--- src/rtl/carregador_de_instrucoes_if.sv ---
// ---------------------------------------------------------------------------
// carregador_de_instrucoes_if
//
// Bundles the two buses of the program loader:
//   - byte stream : byte_dado / byte_valido from the source, byte_pronto back
//   - memory write: escrita_habilitada / endereco_escrita / dado_escrita
//
// Modports:
//   master : the environment side (stream source plus memory that takes writes)
//   slave  : the loader itself
// ---------------------------------------------------------------------------
interface carregador_de_instrucoes_if #(
  parameter int ADDR_WIDTH = 26
);
  logic [7:0]            byte_dado;
  logic                  byte_valido;
  logic                  byte_pronto;
  logic                  escrita_habilitada;
  logic [ADDR_WIDTH-1:0] endereco_escrita;
  logic [31:0]           dado_escrita;

  modport master (
    output byte_dado, byte_valido,
    input  byte_pronto, escrita_habilitada, endereco_escrita, dado_escrita
  );

  modport slave (
    input  byte_dado, byte_valido,
    output byte_pronto, escrita_habilitada, endereco_escrita, dado_escrita
  );
endinterface

--- src/rtl/carregador_de_instrucoes.sv ---
// ---------------------------------------------------------------------------
// carregador_de_instrucoes
//
// Run-time program loader for the instruction memory. It takes a byte stream
// made of a 2-byte word count N (high byte first) followed by N big-endian
// 32-bit words, and writes each word at consecutive addresses from 0. The CPU
// is held through `carregando` while loading; `concluido` flags a complete
// load and `erro` a rejected header (N == 0 or N > MEM_SIZE).
//
// Ports:
//   clock               system clock, rising edge
//   reset               synchronous, active-low
//   iniciar             start strobe (honoured when idle, done or in error)
//   bus (slave)         byte stream in / memory write strobe, address, data
//   carregando          load in progress
//   concluido           all N words written (sticky until restart)
//   erro                header rejected (sticky until restart)
//   palavras_carregadas words written so far
// ---------------------------------------------------------------------------
module carregador_de_instrucoes #(
  parameter int MEM_SIZE   = 150,
  parameter int ADDR_WIDTH = 26
) (
  input  logic                        clock,
  input  logic                        reset,
  input  logic                        iniciar,
  carregador_de_instrucoes_if.slave   bus,
  output logic                        carregando,
  output logic                        concluido,
  output logic                        erro,
  output logic [15:0]                 palavras_carregadas
);

  localparam logic [15:0] MEM_SIZE_W = 16'(MEM_SIZE);

  typedef enum logic [2:0] {
    OCIOSO,
    CAB_ALTO,
    CAB_BAIXO,
    VALIDA,
    RECEBE,
    ESCREVE,
    CONCLUIDO,
    ERRO
  } estado_t;

  estado_t     estado, estado_prox;
  logic [15:0] n_palavras;
  logic [23:0] montagem;    // only the three older bytes are ever needed
  logic [1:0]  indice;
  logic [15:0] contagem;    // doubles as the write address: both advance together
  logic [31:0] dado_q;
  logic        aceita;
  logic        transferencia;
  logic [15:0] contagem_inc;

  assign aceita        = (estado == CAB_ALTO) || (estado == CAB_BAIXO) || (estado == RECEBE);
  assign transferencia = aceita && bus.byte_valido;
  assign contagem_inc  = contagem + 16'd1;

  assign bus.byte_pronto      = aceita;
  assign bus.endereco_escrita = {{(ADDR_WIDTH-16){1'b0}}, contagem};
  assign bus.dado_escrita     = dado_q;
  assign palavras_carregadas  = contagem;

  // NOTE: sequential state uses non-blocking assignments so every register
  // samples pre-edge values, independent of process evaluation order.
  always_ff @(posedge clock) begin
    if (!reset) estado <= OCIOSO;
    else        estado <= estado_prox;
  end

  // NOTE: every output of this block gets a default first, so no path can
  // leave a value unassigned and infer a latch.
  always_comb begin
    estado_prox                = estado;
    bus.escrita_habilitada     = 1'b0;
    carregando                 = 1'b0;
    concluido                  = 1'b0;
    erro                       = 1'b0;
    unique case (estado)
      OCIOSO: begin
        if (iniciar) estado_prox = CAB_ALTO;
      end
      CAB_ALTO: begin
        carregando = 1'b1;
        if (transferencia) estado_prox = CAB_BAIXO;
      end
      CAB_BAIXO: begin
        carregando = 1'b1;
        if (transferencia) estado_prox = VALIDA;
      end
      VALIDA: begin
        carregando = 1'b1;
        if (n_palavras == 16'd0 || n_palavras > MEM_SIZE_W) estado_prox = ERRO;
        else                                                estado_prox = RECEBE;
      end
      RECEBE: begin
        carregando = 1'b1;
        if (transferencia && indice == 2'd3) estado_prox = ESCREVE;
      end
      ESCREVE: begin
        carregando             = 1'b1;
        bus.escrita_habilitada = 1'b1;
        if (contagem_inc == n_palavras) estado_prox = CONCLUIDO;
        else                            estado_prox = RECEBE;
      end
      CONCLUIDO: begin
        concluido = 1'b1;
        if (iniciar) estado_prox = CAB_ALTO;
      end
      ERRO: begin
        erro = 1'b1;
        if (iniciar) estado_prox = CAB_ALTO;
      end
      default: estado_prox = OCIOSO;
    endcase
  end

  // NOTE: only the loader's own registers are reset here; the instruction
  // memory it feeds is never cleared, so an aborted load leaves whatever words
  // were already written.
  always_ff @(posedge clock) begin
    if (!reset) begin
      n_palavras <= '0;
      montagem   <= '0;
      indice     <= '0;
      contagem   <= '0;
      dado_q     <= '0;
    end else begin
      unique case (estado)
        OCIOSO, CONCLUIDO, ERRO: begin
          if (iniciar) begin
            contagem <= '0;
            indice   <= '0;
          end
        end
        CAB_ALTO:  if (transferencia) n_palavras[15:8] <= bus.byte_dado;
        CAB_BAIXO: if (transferencia) n_palavras[7:0]  <= bus.byte_dado;
        VALIDA:    indice <= '0;
        RECEBE: begin
          if (transferencia) begin
            montagem <= {montagem[15:0], bus.byte_dado};
            indice   <= indice + 2'd1;
            // The last byte completes the word; latch it so the write data
            // stays put until the next word is finished.
            if (indice == 2'd3) dado_q <= {montagem, bus.byte_dado};
          end
        end
        ESCREVE:   contagem <= contagem_inc;
        default:   ;
      endcase
    end
  end

endmodule

--- src/flat_wrapper.sv ---
// flat-port wrapper written by rule: the top's interface ports become plain ports
module carregador_de_instrucoes_flat 
#(
  parameter int MEM_SIZE   = 150,
  parameter int ADDR_WIDTH = 26
)
  (clock, reset, iniciar, carregando, concluido, erro, palavras_carregadas, bus_byte_dado, bus_byte_valido, bus_byte_pronto, bus_escrita_habilitada, bus_endereco_escrita, bus_dado_escrita);
  carregador_de_instrucoes_if #(.ADDR_WIDTH(ADDR_WIDTH)) bus_i ();
  input  logic clock;
  input  logic reset;
  input  logic iniciar;
  output logic carregando;
  output logic concluido;
  output logic erro;
  output logic [15:0] palavras_carregadas;
  input wire logic [$bits(bus_i.byte_dado)-1:0] bus_byte_dado;
  input wire logic [$bits(bus_i.byte_valido)-1:0] bus_byte_valido;
  output wire logic [$bits(bus_i.byte_pronto)-1:0] bus_byte_pronto;
  output wire logic [$bits(bus_i.escrita_habilitada)-1:0] bus_escrita_habilitada;
  output wire logic [$bits(bus_i.endereco_escrita)-1:0] bus_endereco_escrita;
  output wire logic [$bits(bus_i.dado_escrita)-1:0] bus_dado_escrita;
  assign bus_i.byte_dado = bus_byte_dado;
  assign bus_i.byte_valido = bus_byte_valido;
  assign bus_byte_pronto = bus_i.byte_pronto;
  assign bus_escrita_habilitada = bus_i.escrita_habilitada;
  assign bus_endereco_escrita = bus_i.endereco_escrita;
  assign bus_dado_escrita = bus_i.dado_escrita;
  carregador_de_instrucoes #(.MEM_SIZE(MEM_SIZE), .ADDR_WIDTH(ADDR_WIDTH)) u_core (.clock(clock), .reset(reset), .iniciar(iniciar), .bus(bus_i), .carregando(carregando), .concluido(concluido), .erro(erro), .palavras_carregadas(palavras_carregadas));
endmodule
--- config.mk ---
export PLATFORM = sky130hd
export DESIGN_NAME = carregador_de_instrucoes_flat
export DESIGN_NICKNAME = d
export VERILOG_FILES = /design/src/rtl/carregador_de_instrucoes_if.sv /design/src/rtl/carregador_de_instrucoes.sv /design/src/flat_wrapper.sv
export SDC_FILE = /design/constraint.sdc
export NUM_CORES = 1
export LEC_CHECK = 0
export BUFFER_PORTS_ARGS = -buffer_cell sky130_fd_sc_hd__buf_2
export CORE_MARGIN = 2
export CORE_UTILIZATION = 28
export CTS_CLUSTER_DIAMETER = 100
export DETAILED_ROUTE_END_ITERATION = 10
export PLACE_DENSITY_LB_ADDON = 0.08
export SLEW_MARGIN = 20
export SYNTH_ARGS = -nofsm -noshare
export SYNTH_HDL_FRONTEND = slang
export SYNTH_SLANG_ARGS = --single-unit
--- constraint.sdc ---
create_clock -name clock -period 2.5 [get_ports clock]
set_clock_uncertainty 0.15 [all_clocks]
set_input_delay 0.5 -clock clock [delete_from_list [all_inputs] [get_ports clock]]
set_output_delay 0.5 -clock clock [all_outputs]
set_load 0.01 [all_outputs]
# Yosys cells after proc, flatten, opt, wreduce, memory -nomap -nowiden
# Index checks and enable logic that the tools add are counted.
[op_classes]
order_cmp = 1
n_eq_ne = 14
mux = 16
reduce_logical = 18
addsub = 2
[ops]
columns = ["operator", "count"]
rows = [
  ["case mux 16 bit (2 select lines)", 1],
  ["case mux 3 bit (6 select lines)", 1],
  ["adder 16 x 1 -> 16 bit (second input constant)", 1],
  ["equality test 16 bit", 1],
  ["greater-than comparator 16 x 8 -> 1 bit (second input constant)", 1],
  ["logical NOT 16 bit", 1],
  ["two-way mux 16 bit", 1],
  ["equality test 3 bit (second input constant)", 4],
  ["two-way mux 3 bit", 4],
  ["two-way mux 2 bit", 4],
  ["!= test 2 x 1 -> 1 bit (second input constant)", 4],
  ["AND reduction 2 bit", 4],
  ["equality test 3 x 2 -> 1 bit (second input constant)", 2],
  ["case mux 2 bit (3 select lines)", 1],
  ["AND reduction 3 bit", 2],
  ["OR reduction 5 bit", 1],
  ["two-way mux 1 bit", 4],
  ["AND reduction 4 bit", 1],
  ["equality test 3 x 1 -> 1 bit (second input constant)", 1],
  ["logical NOT 3 bit", 1],
  ["logical OR 1 bit", 3],
  ["nonzero test 3 bit", 1],
  ["OR reduction 3 bit", 1],
  ["adder 2 x 1 -> 2 bit (second input constant)", 1],
  ["other kinds (4)", 5],
]
[word_totals]
regBits = 93
wordCells = 58

# Longest topological paths before layout
[logic_depth]
depth_word = 7
ltp_mapped = 8

# Worst setup path before layout
# OpenSTA, ideal clock, no wires.
[synth_timing]
kind = "register -> register"
from = "register u_core.contagem[0] (netlist: u_core.palavras_carregadas[0])"
to = "register u_core.estado[1]"
synth_period_minus_slack_ns = 2.293
path_slack_ns = 0.207
arrival_time_ns = 2.048
path_buffers = 1
path_stages_with_launch = 8
cell_sequence = "dfxtp_1 > ha_1 > clkbuf_1 > nand3_1 > nor4_1 > xnor2_1 > nand4_1 > o41ai_2"
[synth_between]
elab_chain_len = 4
[synth_lines]
columns = ["element", "line", "text"]
rows = [
  ["start, declared", "carregador_de_instrucoes.sv:51", "logic [15:0] contagem;"],
  ["start signal, assigned", "carregador_de_instrucoes.sv:150", "ESCREVE: contagem <= contagem_inc;"],
  ["adder 16 x 1 -> 16 bit", "carregador_de_instrucoes.sv:59", "assign contagem_inc = contagem + 16'd1;"],
  ["equality test 16 bit", "carregador_de_instrucoes.sv:105", "if (contagem_inc == n_palavras) estado_prox = CONCLUIDO;"],
  ["two-way mux 2 bit", "carregador_de_instrucoes.sv:105", ""],
  ["case mux 3 bit (6 select lines)", "carregador_de_instrucoes.sv:81", "unique case (estado)"],
  ["end signal, assigned", "carregador_de_instrucoes.sv:70", "else estado <= estado_prox;"],
  ["end, declared", "carregador_de_instrucoes.sv:47", "estado_t estado, estado_prox;"],
]
# No other way between the ends.
# A chain may end at the register's enable or synchronous reset.

# Final worst setup path
[layout_timing]
from = "register u_core.contagem[5] (netlist: u_core.palavras_carregadas[5])"
to = "register u_core.estado[1]"
# The elaborated chain is that of the path after synthesis.

==> results_dict.tcl <==
set metrics [dict create \
    rsz0062_at_grt "false" \
    total_power_mw 3.94 \
    p_leak_nw 2.13 \
    synthTopCellsByArea "dfxtp_1 (40%), a21boi_0 (12%), nand2_1 (12%)" \
    synth_edf_count 0 \
    drive_gt1_share_pct 20.4 \
    slew_headroom_pct 60.0 \
    powerDensity_mw_per_mm2 719 \
    peakVddDrop_mv 0.381 \
    vias_per_cell 4.66 \
    cp.arrival_ns 2.38 \
    fin_crit_sh_pct 90.9 \
    die_width_um 133 \
    grt_pass1_wl_mm 20.4 \
    worstPathRequired_ns 2.61 \
    antenna_cells 0 \
    hp-class "in2reg" \
    cp_max_fo 12 \
    rrSetupSlack_ns 0.23 \
    drv_cap 0 \
    avgSynthCellArea_sq_um 8.14 \
    drc 0 \
    grt.total_usage_pct 14.6 \
    die-height_um 133 \
    synth_commonest_cells "nand2_1 (147), dfxtp_1 (93), a21boi_0 (74), buf_4 (26), clkbuf_1 (26)" \
    ys_ff_latch 93 \
    syn_to_final_growth_pct 17.8 \
    grt_pass1_vias 3799 \
    cts_root_buf "clkbuf_16" \
    grt-ovfl-total 0 \
    synthCells 571 \
    setup_viol 0 \
    hold_violations 0 \
    port_buffers 80 \
    cts_sinks 93 \
    yosysTopAreaCell "dfxtp_1" \
    startpoint_type "register" \
    htree_levels 3 \
    antenna_found_initial 0 \
    post_cts_resize_count 0 \
    path_clk_slew_ns 0.07 \
    first_iter_violations 211 \
    ios 91 \
    worst_setup_path_end_kind "register" \
    gp_congestion 0.848 \
    dr_total_vias 3948 \
    grt_max_degree 93 \
    fin_tns_setup_ns 0 \
    dpl.hpwl_mm 8.67 \
    yosysTopAreaCellShare_pct 40.1 \
    worst_pin_slew_ns 0.594 \
    finalNetCount 636 \
    clock.fmax_mhz 440 \
    fillers 1782 \
    async_flop_share_pct 0 \
    num_rows 47 \
    synth_most_common_cell "nand2_1" \
    die-area_sq_mm 0.0176 \
    clk-insertion-delay-late_ns 0.35 \
    ys_seq_area_share_pct 40.1 \
    cts_inserted_buffers 9 \
    initial_core_util_pct 28.3 \
    slew_violations 0 \
    dr.pass1.iters 4 \
    yosysUniqueCellTypes 55 \
    ys.flop_type "dfxtp_1" \
    clock_path_buffers 2 \
    core_sq_mm 0.0164 \
    min_period_ns 2.27 \
    antenna_left 0 \
    ctsHoldBuffers 0 \
    cts_tree "built" \
    post-cts-setup-buffer-count 0 \
    netlist_area_sq_mm 0.00465 \
    outcome "completed" \
    crit_type "reg2reg" \
    ys_warn_count 0 \
    wl_mm 12.6 \
    wl_per_cell_um 14.8 \
]
-- stage by stage --
step	util [%]	cells	hold WS [ns]	setup slack (ns)	cell area [sq um]
floorplan	-	580	0.281	0.207	4680
global placement	31.4	831	0.291	0.339	5160
detailed placement	31.4	831	0.300	0.215	5160
CTS	33.4	847	0.288	0.213	5480
global route	33.4	847	0.301	0.0697	5480
finish	33.4	847	0.304	0.228	5480
-- layer usage --
metal	track usage (%)	part of all wire [%]	vias up
met4	4.96	1.7	0
met5	0	0	-
met2	25.1	48	65
met1	17.8	46	1875
met3	3.49	3.7	14
li1	-	-	1994
-- cells by family (layout without fill, tap and decap cells) --
family / count (synthesis) / after routing / share of synthesized area [%]
buffers and inverters: 73 / 120 / 8.56
other: 1 / 10 / 0.0807
DFF: 93 / 93 / 40.1
muxes: 8 / 8 / 1.72
AOI/OAI and AO/OA: 131 / 131 / 20.0
adders and majority gates: 2 / 2 / 0.538
xor gates and xnor gates: 24 / 24 / 4.52
and+or+nand+nor: 239 / 239 / 24.5
-- where the power goes --
group / total, mW / internal (mW) / switching, mW
combinational: 0.832 / 0.353 / 0.479
sequential: 1.63 / 1.54 / 0.0844
clock: 1.48 / 0.843 / 0.633
-- sequential cells by signal, indices dropped and copies added (netlist names) --
signal,count
u_core.bus.dado_escrita,32
u_core.n_palavras,16
u_core.montagem,24
u_core.palavras_carregadas,16
u_core.indice,2
u_core.estado,3
-- final timing paths --
check,from,endpoint,cells after the start
worst max-delay path,u_core.palavras_carregadas[5],u_core.estado[1],5
worst max register to register,u_core.palavras_carregadas[5],u_core.estado[1],5
worst min-delay path,bus_byte_dado[3],u_core.n_palavras[3],3
worst min register to register,u_core.montagem[22],u_core.bus.dado_escrita[30],2
-- worst max-delay path: stages (launching register included) --
cell	delay (ns)
dfxtp_1	0.50
nand3_2	0.32
nor4_1	0.64
xnor2_1	0.18
nand4_1	0.11
o41ai_2	0.27
-- layout make-up --
| class | instances | area, sq um | share of cell area [%] |
|---|---|---|---|
| sequential | 93 | 1860 | 34.0 |
| clock inverter | 5 | 66.3 | 1.21 |
| multi-input combinational | 414 | 2430 | 44.4 |
| inverter | 4 | 15.0 | 0.274 |
| clock buffer | 11 | 253 | 4.62 |
| timing repair buffer | 100 | 576 | 10.5 |
| tap | 220 | 275 | 5.03 |
-- placed cells by master (no fill, tap or decap), types with 7 or more instances in the layout --
cell / n
dfxtp_1: 93
nand3_1: 7
conb_1: 10
nand2_1: 147
mux2i_1: 8
buf_4: 18
clkbuf_16: 9
nor2b_1: 14
xor2_1: 8
buf_2: 80
xnor2_1: 16
nand4_1: 7
o21ai_0: 22
a21boi_0: 74
nor2_1: 20
No activity file was read; power rests on OpenSTA's default activity.
